[config.mk]
export PLATFORM = sky130hd
export DESIGN_NAME = hazard_scoreboard
export DESIGN_NICKNAME = d
export VERILOG_FILES = /design/src/rtl/hazard_scoreboard.sv
export SDC_FILE = /design/constraint.sdc
export NUM_CORES = 1
export LEC_CHECK = 0
export BUFFER_PORTS_ARGS = -buffer_cell sky130_fd_sc_hd__buf_2
export CAP_MARGIN = 30
export CORE_ASPECT_RATIO = 1.5
export CORE_UTILIZATION = 35
export DETAILED_ROUTE_END_ITERATION = 16
export HOLD_SLACK_MARGIN = 0.08
export PLACE_DENSITY = 0.57
export SYNTH_ARGS = -nofsm -noshare
export SYNTH_HDL_FRONTEND = slang
export SYNTH_SLANG_ARGS = --single-unit
[constraint.sdc]
create_clock -name clk -period 13.7 [get_ports clk]
set_input_delay 4.11 -clock clk [delete_from_list [all_inputs] [get_ports clk]]
set_output_delay 4.11 -clock clk [all_outputs]
set_load 0.05 [all_outputs]
[src/rtl/hazard_scoreboard.sv]
// hazard_scoreboard
// Tracks the destination registers of in-flight instructions in the E, M and
// W stages and resolves each D-stage source operand with the Tuse/Tnew rule:
// stall when the youngest producer is not ready in time, otherwise pick the
// forwarding stage or the register file. The W entry also drives the register
// file write port.
//
// Optional build macro RF_BYPASS_EN: the register file is write-through
// bypassed, so a ready W-stage producer is read from the RF (code 0) instead
// of being forwarded from W (code 3).
//
// Handshake: D is offered when d_valid = 1. It is accepted on the rising edge
// when d_valid && !stall. While stall = 1 the upstream holds the D inputs
// stable. M and W advance every cycle regardless of stall.

module hazard_scoreboard (
  input  logic        clk,
  input  logic        reset,
  input  logic        d_valid,
  input  logic [4:0]  d_rs_addr,
  input  logic        d_rs_ren,
  input  logic [1:0]  d_rs_tuse,
  input  logic [4:0]  d_rt_addr,
  input  logic        d_rt_ren,
  input  logic [1:0]  d_rt_tuse,
  input  logic [4:0]  d_wr_addr,
  input  logic        d_wr_en,
  input  logic [1:0]  d_tnew,
  output logic        stall,
  output logic [1:0]  fwd_rs_sel,
  output logic [1:0]  fwd_rt_sel,
  output logic [4:0]  wb_addr,
  output logic        wb_en,
  output logic [31:0] busy_mask
);

  typedef struct packed {
    logic       valid;
    logic [4:0] addr;
    logic       wen;
    logic [1:0] tnew;
  } entry_t;

  localparam logic [1:0] SEL_RF = 2'd0;
  localparam logic [1:0] SEL_E  = 2'd1;
  localparam logic [1:0] SEL_M  = 2'd2;
`ifdef RF_BYPASS_EN
  // A write-through RF already shows the W value on its read port.
  localparam logic [1:0] SEL_W  = 2'd0;
`else
  localparam logic [1:0] SEL_W  = 2'd3;
`endif

  entry_t r_e;
  entry_t r_m;
  entry_t r_w;

  logic [2:0] w_rs_res;
  logic [2:0] w_rt_res;
  logic       w_rs_act;
  logic       w_rt_act;

  // Move an entry one stage down; its remaining latency shrinks by one.
  function automatic entry_t advance(input entry_t x);
    entry_t y;
    y = x;
    y.tnew = (x.tnew == 2'd0) ? 2'd0 : x.tnew - 2'd1;
    return y;
  endfunction

  // Returns {stall, sel} for one source using the youngest matching entry.
  function automatic logic [2:0] resolve(input logic [4:0] s,
                                         input logic [1:0] tuse,
                                         input entry_t e,
                                         input entry_t m,
                                         input entry_t w);
    logic       hit;
    logic [1:0] tn;
    logic [1:0] code;
    hit  = 1'b1;
    tn   = 2'd0;
    code = SEL_RF;
    if (s == 5'd0) begin
      hit = 1'b0;
    end else if (e.valid && e.wen && e.addr == s) begin
      tn   = e.tnew;
      code = SEL_E;
    end else if (m.valid && m.wen && m.addr == s) begin
      tn   = m.tnew;
      code = SEL_M;
    end else if (w.valid && w.wen && w.addr == s) begin
      tn   = w.tnew;
      code = SEL_W;
    end else begin
      hit = 1'b0;
    end
    if (!hit) return {1'b0, SEL_RF};
    if (tn > tuse) return {1'b1, SEL_RF};
    // Ready now: forward from its stage. Not yet ready but in time: a later
    // stage's forwarder will pick it up, so D reads the RF path for now.
    if (tn == 2'd0) return {1'b0, code};
    return {1'b0, SEL_RF};
  endfunction

  // One-hot of the register an entry will produce but has not produced yet.
  function automatic logic [31:0] busy_of(input entry_t x);
    logic [31:0] v;
    v = '0;
    if (x.valid && x.wen && x.tnew != 2'd0 && x.addr != 5'd0) v[x.addr] = 1'b1;
    return v;
  endfunction

  assign w_rs_res = resolve(d_rs_addr, d_rs_tuse, r_e, r_m, r_w);
  assign w_rt_res = resolve(d_rt_addr, d_rt_tuse, r_e, r_m, r_w);
  assign w_rs_act = d_valid && d_rs_ren;
  assign w_rt_act = d_valid && d_rt_ren;

  assign stall      = (w_rs_act && w_rs_res[2]) || (w_rt_act && w_rt_res[2]);
  assign fwd_rs_sel = w_rs_act ? w_rs_res[1:0] : SEL_RF;
  assign fwd_rt_sel = w_rt_act ? w_rt_res[1:0] : SEL_RF;
  assign busy_mask  = busy_of(r_e) | busy_of(r_m) | busy_of(r_w);

  // Write port comes straight from the W register; no input reaches it.
  assign wb_en   = r_w.valid && r_w.wen && (r_w.addr != 5'd0);
  assign wb_addr = r_w.valid ? r_w.addr : 5'd0;

  // Pipeline advance: W<-M, M<-E always; E<-D on accept, else a bubble.
  always_ff @(posedge clk) begin
    if (reset) begin
      r_e <= '0;
      r_m <= '0;
      r_w <= '0;
    end else begin
      r_w <= advance(r_m);
      r_m <= advance(r_e);
      if (d_valid && !stall) begin
        r_e <= '{valid: 1'b1, addr: d_wr_addr, wen: d_wr_en, tnew: d_tnew};
      end else begin
        r_e <= '0;
      end
    end
  end

endmodule
# [Word level (Yosys, flattened, before mapping)]
# Cells that the tools add are included.
[op_classes] eq_ne=6 add_sub_neg=2 n_reduce_logical=41 mux=59 bitwise_logic=3 order_cmp=8
[op_table] operator="$mux 32" count=3
[op_table] operator="$or 32x32->32" count=2
[op_table] operator="$mux 2" count=18
[op_table] operator="$mux 3" count=12
[op_table] operator="$eq 5x5->1" count=6
[op_table] operator="$logic_and 1x1->1" count=24
[op_table] operator="$mux 1" count=21
[op_table] operator="$lt 5x6->1 const B" count=3
[op_table] operator="$demux 1 s5" count=3
[op_table] operator="$ge 5x1->1 const B" count=3
[op_table] operator="$reduce_bool 5->1" count=3
[op_table] operator="$logic_not 5->1" count=2
[op_table] operator="$mux 9" count=1
[op_table] operator="$logic_not 2->1" count=4
[op_table] operator="$reduce_bool 2->1" count=3
[op_table] operator="$reduce_or 2->1" count=3
[op_table] operator="$mux 5" count=1
[op_table] operator="$gt 2x2->1" count=2
[op_table] operator="$sub 2x1->2 const B" count=2
[op_table] operator="$logic_not 1->1" count=1
[op_table] operator="$logic_or 1x1->1" count=1
[op_table] operator="$not 1->1" count=1
[totals] regBits=27 word_cells=131

# [Logic depth before layout (Yosys ltp)]
[logic_depth] depth_word=20 mapped_depth=13

# [Worst setup path after synthesis]
# OpenSTA, ideal clock, no wires.
[synth_path] kind="input to output" start="in d_rs_addr[2]" end="out fwd_rs_sel[0]" t_arrival_ns=6.599 cell_stages=9 slack_ns=2.991 cell_sequence="xor2_1 nor4_4 and2_2 a221oi_2 or3_1 ha_1 nand2_1 o21ai_0 nor4b_2"
[synth_between] elab_chain_len=14 elab_cells_between_ends=32 classes_between="order compare: 1; eq/ne: 3; mux: 23; reduce/logical: 5"
[synth_lines] item="start, declared" line_no="20" source="input logic [4:0] d_rs_addr,"
[synth_lines] item="$eq 5x5->1" line_no="91" source="end else if (w.valid && w.wen && w.addr == s) begin"
[synth_lines] item="$logic_and 1x1->1" line_no="91"
[synth_lines] item="$mux 2" line_no="91"
[synth_lines] item="$mux 2" line_no="88" source="end else if (m.valid && m.wen && m.addr == s) begin"
[synth_lines] item="$mux 2" line_no="85" source="end else if (e.valid && e.wen && e.addr == s) begin"
[synth_lines] item="$mux 2" line_no="83" source="if (s == 5'd0) begin"
[synth_lines] item="$logic_not 2->1" line_no="101" source="if (tn == 2'd0) return {1'b0, code};"
[synth_lines] item="$mux 1 (2 in a row)" line_no="101"
[synth_lines] item="$mux 1" line_no="98" source="if (tn > tuse) return {1'b1, SEL_RF};"
[synth_lines] item="$mux 3" line_no="102" source="return {1'b0, SEL_RF};"
[synth_lines] item="$mux 3" line_no="101"
[synth_lines] item="$mux 3 (*)" line_no="98"
[synth_lines] item="$mux 2 (*)" line_no="119" source="assign fwd_rs_sel = w_rs_act ? w_rs_res[1:0] : SEL_RF;"
[synth_lines] item="end, declared" line_no="30" source="output logic [1:0] fwd_rs_sel,"
# Mark *: on every way between the ends. The rest lies on a longest branch, timed or not. The select of a mux whose other input is x is not followed.

# [Worst setup path in the final report]
[layout_path] start="in d_rt_addr[4]" end="out stall"
[layout_between] elab_chain_len=15 elab_cells_between_ends=29 classes_between="order compare: 1; eq/ne: 3; mux: 18; reduce/logical: 7"
[layout_lines] item="start, declared" line_no="23" source="input logic [4:0] d_rt_addr,"
[layout_lines] item="$eq 5x5->1" line_no="91"
[layout_lines] item="$logic_and 1x1->1" line_no="91"
[layout_lines] item="$mux 2" line_no="91"
[layout_lines] item="$mux 2" line_no="88"
[layout_lines] item="$mux 2" line_no="85"
[layout_lines] item="$mux 2" line_no="83"
[layout_lines] item="$logic_not 2->1" line_no="101"
[layout_lines] item="$mux 1 (2 in a row)" line_no="101"
[layout_lines] item="$mux 1" line_no="98"
[layout_lines] item="$mux 3" line_no="102"
[layout_lines] item="$mux 3" line_no="101"
[layout_lines] item="$mux 3 (*)" line_no="98"
[layout_lines] item="$logic_and 1x1->1 (*)" line_no="118" source="assign stall = (w_rs_act && w_rs_res[2]) || (w_rt_act && w_rt_res[2]);"
[layout_lines] item="$logic_or 1x1->1 (*)" line_no="118"
[layout_lines] item="end, declared" line_no="29" source="output logic stall,"
# Marks and branches as above.

==> qor.txt <==
max_cap viols -> 0
Rows -> 37
critical path arrival -> 6.82 ns
Routed Antenna Nets -> 0
H-Tree Depth -> 1
CTS clk-pin slew, worst paths -> 0.10 ns
Post-Syn Area per Cell -> 7.51 um2
Clock Skews -> 0.00387 ns
outcome -> completed
CP Launch Point -> d_rt_addr[4]
wire per inst -> 17.4 um
worst-margin pin slew -> 0.683 ns
static leakage -> 1.24 nW
critical path class -> primary input to output port
Synth async-reset ratio -> 0
R2R Path Start -> r_w[6]$_SDFF_PP0_
Yosys top cell area share -> 0.221
drt via density -> 5.63
syn_nets -> 359
top_reg_cell synth -> dfxtp_1
Root Buffer -> clkbuf_8
initial core utilization -> 0.360
Cells after Synth -> 326
largest family of logic cells by synthesized area -> simple AND/OR/NAND/NOR gates
Final Hold Viols -> 0
I/O Buffers -> 68
Yosys warning count -> 0
post-synthesis simple-gate area fraction -> 0.381
area grow syn2layout -> 15.9%
worst min-delay path startpoint -> r_m[8]$_SDFF_PP0_
Num CTS Buffers -> 3
Die X -> 70.3 um
initial antenna violation count -> 0
via count -> 2578
top cells by count, synth -> 35 x nand2_1, 35 x nor2_1, 27 x dfxtp_1, 20 x nor2b_1, 18 x xnor2_1
die area -> 7340 um2
nets -> 414
Fill cells -> 742
type of the worst min-delay path -> register to register
EDFF count, synth -> 0
clock latency on the worst-skew pair -> 0.28 ns
first-pass GRT wire length -> 13100 um
Finish-stage setup viols -> 0
largest area contributor in the netlist -> dfxtp_1
Max Buffers Root-to-Sink -> 2
Core Box Area -> 6810 um2
clock sinks -> 27
Die H -> 104 um
Slew Viols, Final -> 0
Final TNS setup -> 0 ns
minimum clock period -> 10.93 ns
area of the multi-input gates -> 1760 um2
Top-Level Pins -> 70
FF+latch count, synth -> 27
largest net degree at the start of global routing -> 20
max frequency -> 0.0915 GHz
n_diodes -> 0
Final Cycle Share -> 0.798
Post-CTS Setup Inserts -> 0
top cells by area, synth -> dfxtp_1 22%, xnor2_1 6.4%, nand2_1 5.4%, nor2_1 5.4%, nor2b_1 5.1%
GRT Overall Usage -> 0.223
critical path required time -> 9.59 ns
CTS-repair resized insts -> 0
Critical Path End Type -> output port
Pwr Density -> 56.7 nW/um2
Power, Total -> 161 uW
sequential-to-total area share from yosys stat -> 0.221
Post-Synth Adder-Cell Area -> 0.0307
DRC -> 0
CP max FO -> 10
number of library cell types mapped by synthesis -> 54
number of global-route vias before repair -> 2580
Initial DRC Count -> 241
CTS tree -> done
GP Congestion -> 0.906
DP HPWL -> 6170 um
RSZ-0062 raised after global routing -> no
final WL -> 7990 um
Reg area -> 541 um2
Synth Area in Compound Gates -> 0.199
cts hold-fix bufs -> 0
Synth Area in XOR/XNOR -> 0.107
grt total ovfl -> 0
share of post-route cells with drive strength above 1 -> 0.234
Peak supply drop -> 0.0000532 V
max_slew headroom -> 0.543
multiplexer share of the synthesized area -> 0
startpoint types -> primary input
area of the mapped netlist -> 2450 um2
Detailed Routing Iterations Pass 1 -> 4
==> metal layers <==
layer,up-vias,routed length (um),global-route usage
li1,1271,-,-
met1,1158,3220,0.254
met2,122,3990,0.395
met3,27,500,0.0194
met4,0,285,0.131
met5,-,0,0
==> critical path, cell delays in order <==
cell and delay [ns]:
buf_2 0.14, xor2_1 0.16, nor4_2 0.35, a211oi_1 0.19, a221oi_2 0.32, nor2_1 0.09, ha_1 0.29, nor2b_1 0.13
o21ai_0 0.26, nor3b_1 0.10, o31ai_1 0.07, o31a_1 0.33, inv_1 0.07, buf_2 0.21
==> cells in the final DEF (no fill, tap or decap), types with 2 or more instances in the layout <==
master and count:
buf_2 68, nor2_1 35, nand2_1 35, dfxtp_1 27, nor2b_1 20, xnor2_1 18
nor3_1 14, o21ai_0 14, a22oi_1 12, xor2_1 12, inv_1 11, and3_1 11
and2_1 9, nand3_1 9, a221o_1 6, a21oi_1 6, o221ai_1 6, ha_1 6
nand4_1 5, nor3b_1 5, nand3b_1 4, nand2b_1 3, or2_2 3, a221oi_2 3
clkbuf_8 3, and3b_1 2, nor3_2 2, nor4_1 2, or3_1 2, a21o_1 2
o211ai_1 2
==> metrics by stage <==
step | hold WS, ns | setup WS [ns] | instance area, um2 | std cells | utilization
after floorplan | 0.426 | 2.99 | 2450 | 326 | -
after global placement | 0.447 | 2.89 | 2790 | 454 | 0.410
after detailed placement | 0.453 | 2.78 | 2790 | 454 | 0.410
after CTS | 0.470 | 2.76 | 2840 | 458 | 0.417
after global routing | 0.494 | 2.46 | 2840 | 458 | 0.417
final | 0.470 | 2.77 | 2840 | 458 | 0.417
==> cells by family (layout without fill, tap and decap cells) <==
kind of cell    Yosys count  count (layout)
simple gates            170             170
compound gates           62              62
xor+xnor                 30              30
buf+inv                  30              84
flops                    27              27
fa+ha+maj                 6               6
other cells               1               1
==> state kept, by name (all words and copies together) (netlist names) <==
register	cells
r_e	9
r_m	9
r_w	9
==> final cells by class <==
| type | instances | area share |
|---|---|---|
| multi-input cells | 269 | 0.621 |
| well taps | 78 | 0.0344 |
| clock buffers | 3 | 0.0145 |
| inverters | 11 | 0.0145 |
| flip-flops and latches | 27 | 0.190 |
| clock inverters | 1 | 0.00309 |
| repair buffers | 69 | 0.123 |
==> path summary, 6_finish.rpt <==
| kind | to | slack, ns | cells past startpoint |
|---|---|---|---|
| max | stall | 2.77 | 14 |
| min | r_w[8]$_SDFF_PP0_ | 0.47 | 1 |
| max reg2reg | r_e[3]$_SDFF_PP0_ | 10.46 | 12 |
| min reg2reg | r_w[8]$_SDFF_PP0_ | 0.47 | 1 |
==> power by group <==
| part | total, mW | internal [mW] | switching (mW) |
|---|---|---|---|
| clock | 0.0487 | 0.0214 | 0.0273 |
| sequential | 0.0869 | 0.0811 | 0.00580 |
| combinational | 0.0253 | 0.0112 | 0.0141 |
No activity file was read; power rests on OpenSTA's default activity.
